## src/rtl/uart_pkg.sv

```systemverilog
// rtl/uart_pkg.sv - shared types, limits and helpers for the buffered UART transmitter
// Contents: parity_mode_e, uart_tx_state_e, data-length limits,
//           clamp_data_bits(), has_parity(), parity_bit().
package uart_pkg;

  localparam int UART_MIN_DATA_BITS = 5;
  localparam int UART_MAX_DATA_BITS = 9;

  // Encodings 5..7 are not listed; they behave as PAR_NONE.
  typedef enum logic [2:0] {
    PAR_NONE  = 3'd0,
    PAR_EVEN  = 3'd1,
    PAR_ODD   = 3'd2,
    PAR_MARK  = 3'd3,
    PAR_SPACE = 3'd4
  } parity_mode_e;

  typedef enum logic [2:0] {
    ST_IDLE,
    ST_DATA,
    ST_PARITY,
    ST_STOP1,
    ST_STOP2,
    ST_BRK
  } uart_tx_state_e;

  function automatic logic [3:0] clamp_data_bits(input logic [3:0] req,
                                                 input logic [3:0] max_bits);
    if (req < 4'(UART_MIN_DATA_BITS)) return 4'(UART_MIN_DATA_BITS);
    if (req > max_bits) return max_bits;
    return req;
  endfunction

  function automatic logic has_parity(input logic [2:0] mode);
    return (mode == PAR_EVEN) || (mode == PAR_ODD) ||
           (mode == PAR_MARK) || (mode == PAR_SPACE);
  endfunction

  // acc is the XOR of the data bits actually sent.
  function automatic logic parity_bit(input logic [2:0] mode, input logic acc);
    case (mode)
      PAR_EVEN: return acc;
      PAR_ODD:  return ~acc;
      PAR_MARK: return 1'b1;
      default:  return 1'b0;
    endcase
  endfunction

endpackage

```

## src/rtl/uart_sync_fifo.sv

```systemverilog
// rtl/uart_sync_fifo.sv - synchronous FIFO with flush, registered occupancy
// Ports: clk, arst_n (async active-low), push/push_data (ignored when full),
//        pop (ignored when empty), pop_data (head word, valid when !empty),
//        flush (clears next cycle, wins over push/pop), full, empty, level.
module uart_sync_fifo
#(
  parameter int WIDTH = 9,
  parameter int DEPTH = 8
) (
  input  logic                       clk,
  input  logic                       arst_n,
  input  logic                       push,
  input  logic [WIDTH-1:0]           push_data,
  input  logic                       pop,
  input  logic                       flush,
  output logic [WIDTH-1:0]           pop_data,
  output logic                       full,
  output logic                       empty,
  output logic [$clog2(DEPTH):0]     level
);

  localparam int AW = $clog2(DEPTH);
  localparam int LW = AW + 1;

  logic [WIDTH-1:0] mem [DEPTH];
  logic [AW-1:0]    wr_ptr;
  logic [AW-1:0]    rd_ptr;
  logic [LW-1:0]    count;
  logic             do_push;
  logic             do_pop;

  assign full     = (count == LW'(DEPTH));
  assign empty    = (count == '0);
  assign level    = count;
  assign pop_data = mem[rd_ptr];

  // Push is refused when full even if a pop happens in the same cycle.
  assign do_push = push && !full;
  assign do_pop  = pop && !empty;

  always_ff @(posedge clk or negedge arst_n) begin
    if (!arst_n) begin
      wr_ptr <= '0;
      rd_ptr <= '0;
      count  <= '0;
      for (int i = 0; i < DEPTH; i++) mem[i] <= '0;
    end else if (flush) begin
      wr_ptr <= '0;
      rd_ptr <= '0;
      count  <= '0;
    end else begin
      if (do_push) begin
        mem[wr_ptr] <= push_data;
        wr_ptr      <= wr_ptr + AW'(1);
      end
      if (do_pop) rd_ptr <= rd_ptr + AW'(1);
      case ({do_push, do_pop})
        2'b10:   count <= count + LW'(1);
        2'b01:   count <= count - LW'(1);
        default: ;
      endcase
    end
  end

endmodule

```

## src/rtl/uart_tx_fifo.sv

```systemverilog
// rtl/uart_tx_fifo.sv - buffered UART transmitter: stream-fed FIFO plus frame serialiser
// Optional feature macro: UART_TX_BREAK_EN (line break generation via break_req).
// Ports: clk, arst_n (async active-low); active (gates frame starts), tick (baud enable);
//        data_bits/parity_mode/stop_bits (frame config, latched at frame start);
//        s_valid/s_data/s_ready (word stream in), flush (FIFO clear), break_req;
//        tx (serial out, idle high), busy, frame_done (pulse), fifo_level.
module uart_tx_fifo
  import uart_pkg::*;
#(
  parameter int DATA_W      = 9,
  parameter int FIFO_DEPTH  = 8,
  parameter int BREAK_TICKS = 13
) (
  input  logic                          clk,
  input  logic                          arst_n,
  input  logic                          active,
  input  logic                          tick,
  input  logic [3:0]                    data_bits,
  input  logic [2:0]                    parity_mode,
  input  logic                          stop_bits,
  input  logic                          s_valid,
  input  logic [DATA_W-1:0]             s_data,
  output logic                          s_ready,
  input  logic                          flush,
  input  logic                          break_req,
  output logic                          tx,
  output logic                          busy,
  output logic                          frame_done,
  output logic [$clog2(FIFO_DEPTH):0]   fifo_level
);

  localparam logic [3:0] MAX_BITS = 4'(DATA_W);

  uart_tx_state_e    state;
  logic [DATA_W-1:0] shreg;
  logic              par_acc;
  logic [3:0]        bit_cnt;
  logic [3:0]        cfg_bits;
  logic [2:0]        cfg_par;
  logic              cfg_stop;

  logic [DATA_W-1:0] head;
  logic              fifo_full;
  logic              fifo_empty;
  logic              can_start;
  logic              idle_start;
  logic              frame_end;
  logic              seq_end;
  logic              pop;

  uart_sync_fifo #(
    .WIDTH (DATA_W),
    .DEPTH (FIFO_DEPTH)
  ) u_fifo (
    .clk       (clk),
    .arst_n    (arst_n),
    .push      (s_valid),
    .push_data (s_data),
    .pop       (pop),
    .flush     (flush),
    .pop_data  (head),
    .full      (fifo_full),
    .empty     (fifo_empty),
    .level     (fifo_level)
  );

  assign s_ready   = !fifo_full;
  assign can_start = active && !fifo_empty;

`ifdef UART_TX_BREAK_EN
  localparam int             BW           = $clog2(BREAK_TICKS + 1);
  localparam logic [BW-1:0]  BRK_LAST_LOW = BW'(BREAK_TICKS - 1);
  localparam logic [BW-1:0]  BRK_STOP     = BW'(BREAK_TICKS);

  logic [BW-1:0] brk_cnt;
  logic          brk_end;

  // brk_cnt == BRK_STOP marks the single high period after the low run.
  assign brk_end = tick && (state == ST_BRK) && (brk_cnt == BRK_STOP);
`else
  logic [32:0] unused_break;
  assign unused_break = {break_req, 32'(BREAK_TICKS)};
`endif

  // Tick-qualified decisions shared by the FIFO pop and the state register.
  always_comb begin
    idle_start = 1'b0;
    frame_end  = 1'b0;
    if (tick) begin
      case (state)
`ifdef UART_TX_BREAK_EN
        ST_IDLE:  idle_start = !break_req;
`else
        ST_IDLE:  idle_start = 1'b1;
`endif
        ST_STOP1: frame_end  = !cfg_stop;
        ST_STOP2: frame_end  = 1'b1;
        default:  ;
      endcase
    end
  end

`ifdef UART_TX_BREAK_EN
  assign seq_end = frame_end || brk_end;
`else
  assign seq_end = frame_end;
`endif

  // A new frame may start from IDLE or directly on the last stop tick,
  // which is what makes back-to-back frames gapless.
  assign pop = can_start && (idle_start || seq_end);

  always_ff @(posedge clk or negedge arst_n) begin
    if (!arst_n) begin
      state      <= ST_IDLE;
      tx         <= 1'b1;
      busy       <= 1'b0;
      frame_done <= 1'b0;
      shreg      <= '0;
      par_acc    <= 1'b0;
      bit_cnt    <= '0;
      cfg_bits   <= '0;
      cfg_par    <= '0;
      cfg_stop   <= 1'b0;
`ifdef UART_TX_BREAK_EN
      brk_cnt    <= '0;
`endif
    end else begin
      frame_done <= frame_end;
      if (pop) begin
        state    <= ST_DATA;
        busy     <= 1'b1;
        tx       <= 1'b0;
        shreg    <= head;
        par_acc  <= 1'b0;
        bit_cnt  <= '0;
        cfg_bits <= clamp_data_bits(data_bits, MAX_BITS);
        cfg_par  <= parity_mode;
        cfg_stop <= stop_bits;
      end else if (seq_end) begin
        state <= ST_IDLE;
        busy  <= 1'b0;
        tx    <= 1'b1;
      end else if (tick) begin
        case (state)
`ifdef UART_TX_BREAK_EN
          ST_IDLE: begin
            if (break_req) begin
              state   <= ST_BRK;
              busy    <= 1'b1;
              tx      <= 1'b0;
              brk_cnt <= '0;
            end
          end
          ST_BRK: begin
            brk_cnt <= brk_cnt + BW'(1);
            if (brk_cnt == BRK_LAST_LOW) tx <= 1'b1;
          end
`endif
          ST_DATA: begin
            if (bit_cnt != cfg_bits) begin
              tx      <= shreg[0];
              shreg   <= shreg >> 1;
              par_acc <= par_acc ^ shreg[0];
              bit_cnt <= bit_cnt + 4'd1;
            end else if (has_parity(cfg_par)) begin
              state <= ST_PARITY;
              tx    <= parity_bit(cfg_par, par_acc);
            end else begin
              state <= ST_STOP1;
              tx    <= 1'b1;
            end
          end
          ST_PARITY: begin
            state <= ST_STOP1;
            tx    <= 1'b1;
          end
          // Only reached with two stop bits; one stop bit ends via seq_end.
          ST_STOP1: begin
            state <= ST_STOP2;
            tx    <= 1'b1;
          end
          default: ;
        endcase
      end
    end
  end

endmodule

```

## config.mk

```make
export PLATFORM = sky130hd
export DESIGN_NAME = uart_tx_fifo
export DESIGN_NICKNAME = d
export VERILOG_FILES = /design/src/rtl/uart_pkg.sv /design/src/rtl/uart_sync_fifo.sv /design/src/rtl/uart_tx_fifo.sv
export SDC_FILE = /design/constraint.sdc
export NUM_CORES = 1
export LEC_CHECK = 0
export BUFFER_PORTS_ARGS = -buffer_cell sky130_fd_sc_hd__buf_4
export CAP_MARGIN = 10
export CORE_MARGIN = 1.5
export CORE_UTILIZATION = 50
export DETAILED_ROUTE_END_ITERATION = 12
export MAX_ROUTING_LAYER = met4
export PLACE_DENSITY = 0.68
export SLEW_MARGIN = 20
export SYNTH_ARGS = -nofsm -noshare
export SYNTH_HDL_FRONTEND = slang
export SYNTH_SLANG_ARGS = --single-unit
```

## constraint.sdc

```tcl
create_clock -name clk -period 3.5 [get_ports clk]
set_clock_uncertainty 0.05 [all_clocks]
set_input_delay 0.7 -clock clk [delete_from_list [all_inputs] [get_ports clk]]
set_output_delay 0.7 -clock clk [all_outputs]
set_load 0.02 [all_outputs]
```

==> key figures, run 1 <==
Die
  • DIE HEIGHT: 106 um
  • Starting density of the core: 51.2%
  • Core footprint: 10,300 um^2
  • I/O pin count: 32
  • Die area: 11,100 um^2
  • # rows: 37
  • Die width: 106 um

Placement
  • Post-DP HPWL: 6530 um
  • Placer Congestion: 0.795
  • # port buffers: 30
  • Pre-CTS setup slack: 861 ps

Yosys
  • Most used flip-flop cell after synthesis: dfrtp_1
  • Synthesized area per cell: 13.2 um^2
  • Fraction of registers with async set/reset: 100%
  • Largest cells by area after synthesis: dfrtp_1 52%, mux2_2 13%, mux4_2 7.7%
  • Mapped Nets: 426
  • Cells after Synth: 397
  • Number of flops mapped to enable cells by yosys: 0
  • Sequential fraction of the synthesis area: 52.4%
  • Cell variety after synth: 49
  • Yosys warns: 0
  • Mapped cell area: 5260 um^2
  • Top cell type's share of synthesized area: 51.9%
  • Yosys reg bits: 110
  • Synth area leader: dfrtp_1

STA
  • Crit share post-route: 76.7%
  • Final worst slack: 815 ps
  • Max Fclk: 0.372 GHz
  • Setup TNS: 0 ps
  • RSZ-0062 raised after global routing: false
  • Final Hold Vio Count: 0
  • Endpoints failing setup: 0
  • Least-Margin Pin Slew: 972 ps
  • Worst slew margin: 35.2%
  • Fin. max-slew vios: 0
  • Final min period: 2690 ps

CTS
  • Clk_lat worst skew: 370 ps
  • Sink Count: 110
  • CTS hold repair buffers: 0
  • Cts repair resizes: 0
  • # Post-CTS Setup Buffers: 0
  • H-tree Lvls: 3
  • CTS clk-pin slew, worst paths: 100 ps
  • Num CTS Buffers: 9
  • TritonCTS clock tree: done
  • Root buf cell: clkbuf_8
  • Clk buf depth: 2

Pwr
  • Power per standard cell area: 603 nW/um^2
  • Logic pwr share: 26.9%
  • Net Sw Power: 1.08 mW
  • Pint: 2.42 mW
  • Switching share of power: 30.9%
  • Leakage: 2.65 nW
  • Max IR drop VDD: 0.365 mV
  • Flop pwr share: 51.3%
  • Clock share of power: 21.9%

Worst setup path
  • Worst R2R Setup Slack: 810 ps
  • Buffers & Inverters on Critical Path: 0
  • Slowest-stage cell, CP: or4b_4
  • Delay-heaviest family, CP: simple AND/OR/NAND/NOR gates
  • CP startpoint kind: flop
  • Worst EP arrival: 2900 ps
  • CP cell instances: or4b_4 > and2_4 > nor2_1 > ha_1 > a21oi_1 > nor3_1 > o22ai_1 > mux2_4
  • Crit-path max cell delay: 560 ps
  • CP Data Required Time: 3710 ps
  • CP Class: reg -> reg
  • CP max FO: 9
  • Crit end category: flop

Worst hold path
  • Worst hold path type: in -> async

Finish
  • Area grow syn2layout: 10.3%
  • # diodes: 0
  • Fin nets: 455
  • Layout cells sized above 1: 38.1%
  • Fill cells: 857

Route
  • Post-route antenna net violation count: 0
  • WL/cell: 17.7 um
  • Vias: 3,211
  • Violation count after the first detailed-routing iteration: 196
  • Total Routed Length: 10,000 um
  • DRC: 0
  • DR pass1 iterations: 4
  • Routed vias/inst: 5.67

GRT
  • Pin count of the biggest net entering global routing: 59
  • Global-route wire length before repair: 16,500 um
  • Number of global-route vias before repair: 3,224
  • Overall Global Routing Usage: 20.1%
  • GRT overflow: 0
  • Initial antenna violation count: 0

Outcome
  • Status: complete, no violations

Run
  • MaxCap Viol Count: 0
==> Yosys cell counts, types with 5 or more instances <==
library cell	count
dfrtp_1	109
mux2_2	63
nand2_1	51
mux4_2	18
nor2_1	17
mux2i_1	13
mux2_4	10
o21ai_0	9
o221a_2	9
a21oi_1	8
buf_2	8
clkbuf_1	8
xor2_1	7
xnor2_1	6
ha_1	5
nor3_1	5
==> through the flow <==
step	util [%]	hold slack (ps)	power (mW)	instances	area, um^2
2_1_floorplan	-	354	2.49	397	5260
3_3_place_gp	54.6	414	2.72	551	5610
3_5_place_dp	54.6	428	2.77	551	5610
4_1_cts	56.4	362	3.54	566	5800
5_1_grt	56.4	387	3.73	566	5800
6_report	56.4	330	3.50	566	5800
==> power groups by stage <==
stage | Combinational, mW | Sequential, mW | Clock, mW
2_1_floorplan | 0.744 | 1.75 | 0
3_3_place_gp | 0.923 | 1.80 | 0
3_5_place_dp | 0.958 | 1.81 | 0
4_1_cts | 0.957 | 1.79 | 0.793
5_1_grt | 1.06 | 1.83 | 0.844
6_report | 0.941 | 1.79 | 0.765
==> layout by cell type, fill, tap and decap left out, types with 2 or more instances in the layout <==
cell type and instances:
nand2b_1 3, o21ai_0 9, a21oi_1 8, a22o_1 2, mux2_2 63, nor2_2 3, nor2b_1 3, dfrtp_1 109
nand3b_1 2, xor2_1 7, mux2i_1 13, clkbuf_8 9, nand3_1 4, inv_6 3, mux2_4 10, o211ai_1 2
nor3_1 5, o221a_2 9, buf_4 37, or3_1 4, ha_1 5, mux4_2 18, nor2_1 17, nand2_1 51
inv_1 3, xnor2_1 6
==> kinds of logic (layout without fill, tap and decap cells) <==
group / after synthesis / count (layout) / synth area share [%]
DFF: 110 / 110 / 52.4
xor gates and xnor gates: 13 / 13 / 2.17
and+or+nand+nor: 104 / 104 / 9.59
AOI/OAI and AO/OA: 39 / 39 / 6.09
muxes: 104 / 104 / 26.5
buffers and inverters: 22 / 55 / 2.05
adders and majority gates: 5 / 5 / 1.19
==> path summary, 6_finish.rpt <==
path                       depth (start not counted)            start               to
hold / removal                                     1           arst_n  u_fifo.level[2]
max in group asynchronous                          2           arst_n               tx
min in group clk                                   2             busy             busy
hold reg to reg                                    2             busy             busy
setup reg to reg                                   8  u_fifo.level[1]  u_fifo.level[3]
setup / recovery                                   8  u_fifo.level[1]  u_fifo.level[3]
==> metal layers <==
layer / share of wire (%) / vias up / GRT usage [%]
li1: - / 1495 / -
met4: 1.5 / 0 / 6.95
met2: 51 / 63 / 32.3
met3: 3.8 / 12 / 4.02
met5: 0 / - / -
met1: 44 / 1641 / 25.7
==> worst reg2reg max path, cell delays in order, from the launching register on <==
cell and delay, ps:
dfrtp_1 460, or4b_4 560, and2_4 230, nor2_1 160, ha_1 330, a21oi_1 160, nor3_1 70, o22ai_1 250
mux2_4 310
==> layout make-up <==
type                            count  area [um^2]  share of cell area, %
Inverter                            3         11.3                  0.194
Timing Repair Buffer               37          278                   4.79
Sequential cell                   110         2750                   47.5
Multi-Input combinational cell    265         2400                   41.3
Clock inverter                      5         63.8                   1.10
Clock buffer                       10          128                   2.20
Tap cell                          136          170                   2.93
==> sequential cells by signal, indices dropped and copies added (netlist names), 3 cells and up <==
name           flops
u_fifo.wr_ptr      3
u_fifo.level       4
cfg_bits           4
bit_cnt            4
u_fifo.mem        72
state              3
u_fifo.rd_ptr      3
cfg_par            3
shreg              9
No activity file was read; power rests on OpenSTA's default activity.
==> run 2, diff against run 1 <==
clock period = 2.8 ns   (was 3.5 ns; I/O delays follow)
==> key figures, run 2 (synthesized netlist as in run 1, its figures left out) <==
STA
  • Fin. max-slew vios: 0 (unchanged)
  • Least-Margin Pin Slew: 674 ps (was 972 ps)
  • Crit share post-route: 93.3% (was 76.7%)
  • Final Hold Vio Count: 0 (unchanged)
  • Final min period: 2610 ps (was 2690 ps)
  • Worst slew margin: 55.0% (was 35.2%)
  • Max Fclk: 0.383 GHz (was 0.372 GHz)
  • Endpoints failing setup: 0 (unchanged)
  • Setup TNS: 0 ps (unchanged)
  • RSZ-0062 raised after global routing: false (unchanged)
  • Worst hold margin: 112 ps (was 330 ps)

Worst setup path
  • CP max FO: 9 (unchanged)
  • Crit end category: flop (unchanged)
  • CP cell instances: or4b_4 > and2_4 > nor2_2 > ha_1 > a21oi_1 > nor3_1 > o22ai_1 > mux2_4 (was or4b_4 > and2_4 > nor2_1 > ha_1 > a21oi_1 > nor3_1 > o22ai_1 > mux2_4)
  • CP startpoint kind: flop (unchanged)
  • Worst R2R Setup Slack: 190 ps (was 810 ps)
  • CP Data Required Time: 3010 ps (was 3710 ps)
  • Slowest-stage cell, CP: or4b_4 (unchanged)
  • Crit-path max cell delay: 560 ps (about the same)
  • CP Class: reg -> reg (unchanged)
  • Worst EP arrival: 2830 ps (was 2900 ps)

CTS
  • H-tree Lvls: 3 (unchanged)
  • CTS hold repair buffers: 0 (unchanged)
  • Clk_lat worst skew: 380 ps (was 370 ps)
  • Sink Count: 110 (unchanged)
  • TritonCTS clock tree: done (unchanged)
  • Root buf cell: clkbuf_8 (unchanged)
  • Clk buf depth: 2 (unchanged)
  • CTS clk-pin slew, worst paths: 90 ps (was 100 ps)
  • Num CTS Buffers: 9 (unchanged)

Die
  • I/O pin count: 32 (unchanged)
  • DIE HEIGHT: 106 um (unchanged)
  • Core footprint: 10,300 um^2 (unchanged)
  • Die width: 106 um (unchanged)
  • Starting density of the core: 51.2% (unchanged)
  • # rows: 37 (unchanged)
  • Die area: 11,100 um^2 (unchanged)

Placement
  • Post-DP HPWL: 6720 um (was 6530 um)
  • # port buffers: 30 (unchanged)
  • Placer Congestion: 0.792 (was 0.795)

Route
  • WL/cell: 17.8 um (was 17.7 um)
  • Post-route antenna net violation count: 0 (unchanged)
  • Vias: 3,226 (was 3,211)
  • DRC: 0 (unchanged)
  • Violation count after the first detailed-routing iteration: 126 (was 196)
  • Total Routed Length: 10,100 um (was 10,000 um)
  • Routed vias/inst: 5.68 (was 5.67)
  • DR pass1 iterations: 4 (unchanged)

Finish
  • Most frequent cells in the layout: 109 x dfrtp_1, 63 x mux2_2, 51 x nand2_1 (unchanged)
  • Reg with most FFs: u_fifo.mem (unchanged)
  • # diodes: 0 (unchanged)
  • Max reg flops: 72 (unchanged)
  • Commonest non-fill, non-tap cell in the layout: dfrtp_1 (unchanged)
  • Layout cells sized above 1: 38.2% (was 38.1%)
  • Fin nets: 456 (was 455)
  • Area grow syn2layout: 10.5% (was 10.3%)
  • Biggest registers after layout: u_fifo.mem (72), shreg (9) (unchanged)

Pwr
  • Power per standard cell area: 746 nW/um^2 (was 603 nW/um^2)
  • Max IR drop VDD: 0.477 mV (was 0.365 mV)
  • Leakage: 2.66 nW (was 2.65 nW)

GRT
  • Initial antenna violation count: 0 (unchanged)
  • Number of global-route vias before repair: 3,395 (was 3,224)
  • Overall Global Routing Usage: 20.9% (was 20.1%)
  • GRT overflow: 0 (unchanged)
  • Pin count of the biggest net entering global routing: 44 (was 59)
  • Global-route wire length before repair: 17,300 um (was 16,500 um)

Worst hold path
  • Worst hold path type: in -> async (unchanged)

Outcome
  • Status: complete, no violations (unchanged)

Run
  • MaxCap Viol Count: 0 (unchanged)
==> run 2: cell types whose count changed in the layout (fill, tap and decap cells not counted), sizes merged <==
cell and delta:
clkbuf +4, inv -3, buf +1, bufinv -1, clkinv +1
==> run 2: critical path: cells and delay by family (launching register included) <==
kind	cells	cell delay [ps]
AO/OA/AOI/OAI	2	380
adder cells (fa/ha/maj)	1	310
flip-flops	1	470
multiplexers	1	330
AND/OR/NAND/NOR	4	970
==> run 2: where the power goes <==
| group | internal, mW | switching, mW |
|---|---|---|
| Sequential | 1.95 | 0.277 |
| Combinational | 0.666 | 0.548 |
| Clock | 0.376 | 0.518 |
| Total | 2.99 | 1.34 |
==> run 2: timing repair <==
item | CTS | global route
setup buffers | 0 | 0
endpoints found under the setup margin | 0 | 1
gates resized for setup | 0 | 1
==> run 2: through the flow <==
| step | std cells | utilization (%) | power (mW) | setup slack (ps) | instance area [um^2] |
|---|---|---|---|---|---|
| 3_3_place_gp | 552 | 54.8 | 3.41 | 237 | 5630 |
| 3_5_place_dp | 552 | 54.8 | 3.49 | 165 | 5630 |
| 4_1_cts | 568 | 56.5 | 4.38 | 140 | 5810 |
| 2_1_floorplan | 397 | - | 3.12 | 70.7 | 5260 |
| 5_1_grt | 568 | 56.5 | 4.63 | 65.2 | 5810 |
| 6_report | 568 | 56.5 | 4.33 | 188 | 5810 |
==> run 2: area by class of cell <==
| cell class | instances | area (um^2) |
|---|---|---|
| clock buffers | 14 | 163 |
| well taps | 136 | 170 |
| inverters | 3 | 11.3 |
| flip-flops and latches | 110 | 2750 |
| repair buffers | 38 | 298 |
| clock inverters | 2 | 16.3 |
| multi-input cells | 265 | 2400 |
| fillers | 861 | 4470 |
==> run 2: per-layer routing <==
metal	vias to the layer above	global-route usage, %	part of all wire [%]
li1	1502	-	-
met1	1655	27.5	47
met2	56	32.1	48
met3	13	3.77	3.4
met4	0	9.36	1.7
met5	-	-	0
==> run 2: final timing paths <==
| check | start | end | depth (start not counted) |
|---|---|---|---|
| worst min-delay path | arst_n | cfg_stop | 1 |
| worst max-delay path | u_fifo.level[1] | u_fifo.level[3] | 8 |
| max in group asynchronous | arst_n | u_fifo.mem[13] | 2 |
| min in group clk | parity_mode[1] | cfg_par[1] | 3 |
| worst max register to register | u_fifo.level[1] | u_fifo.level[3] | 8 |
| worst min register to register | busy | busy | 2 |
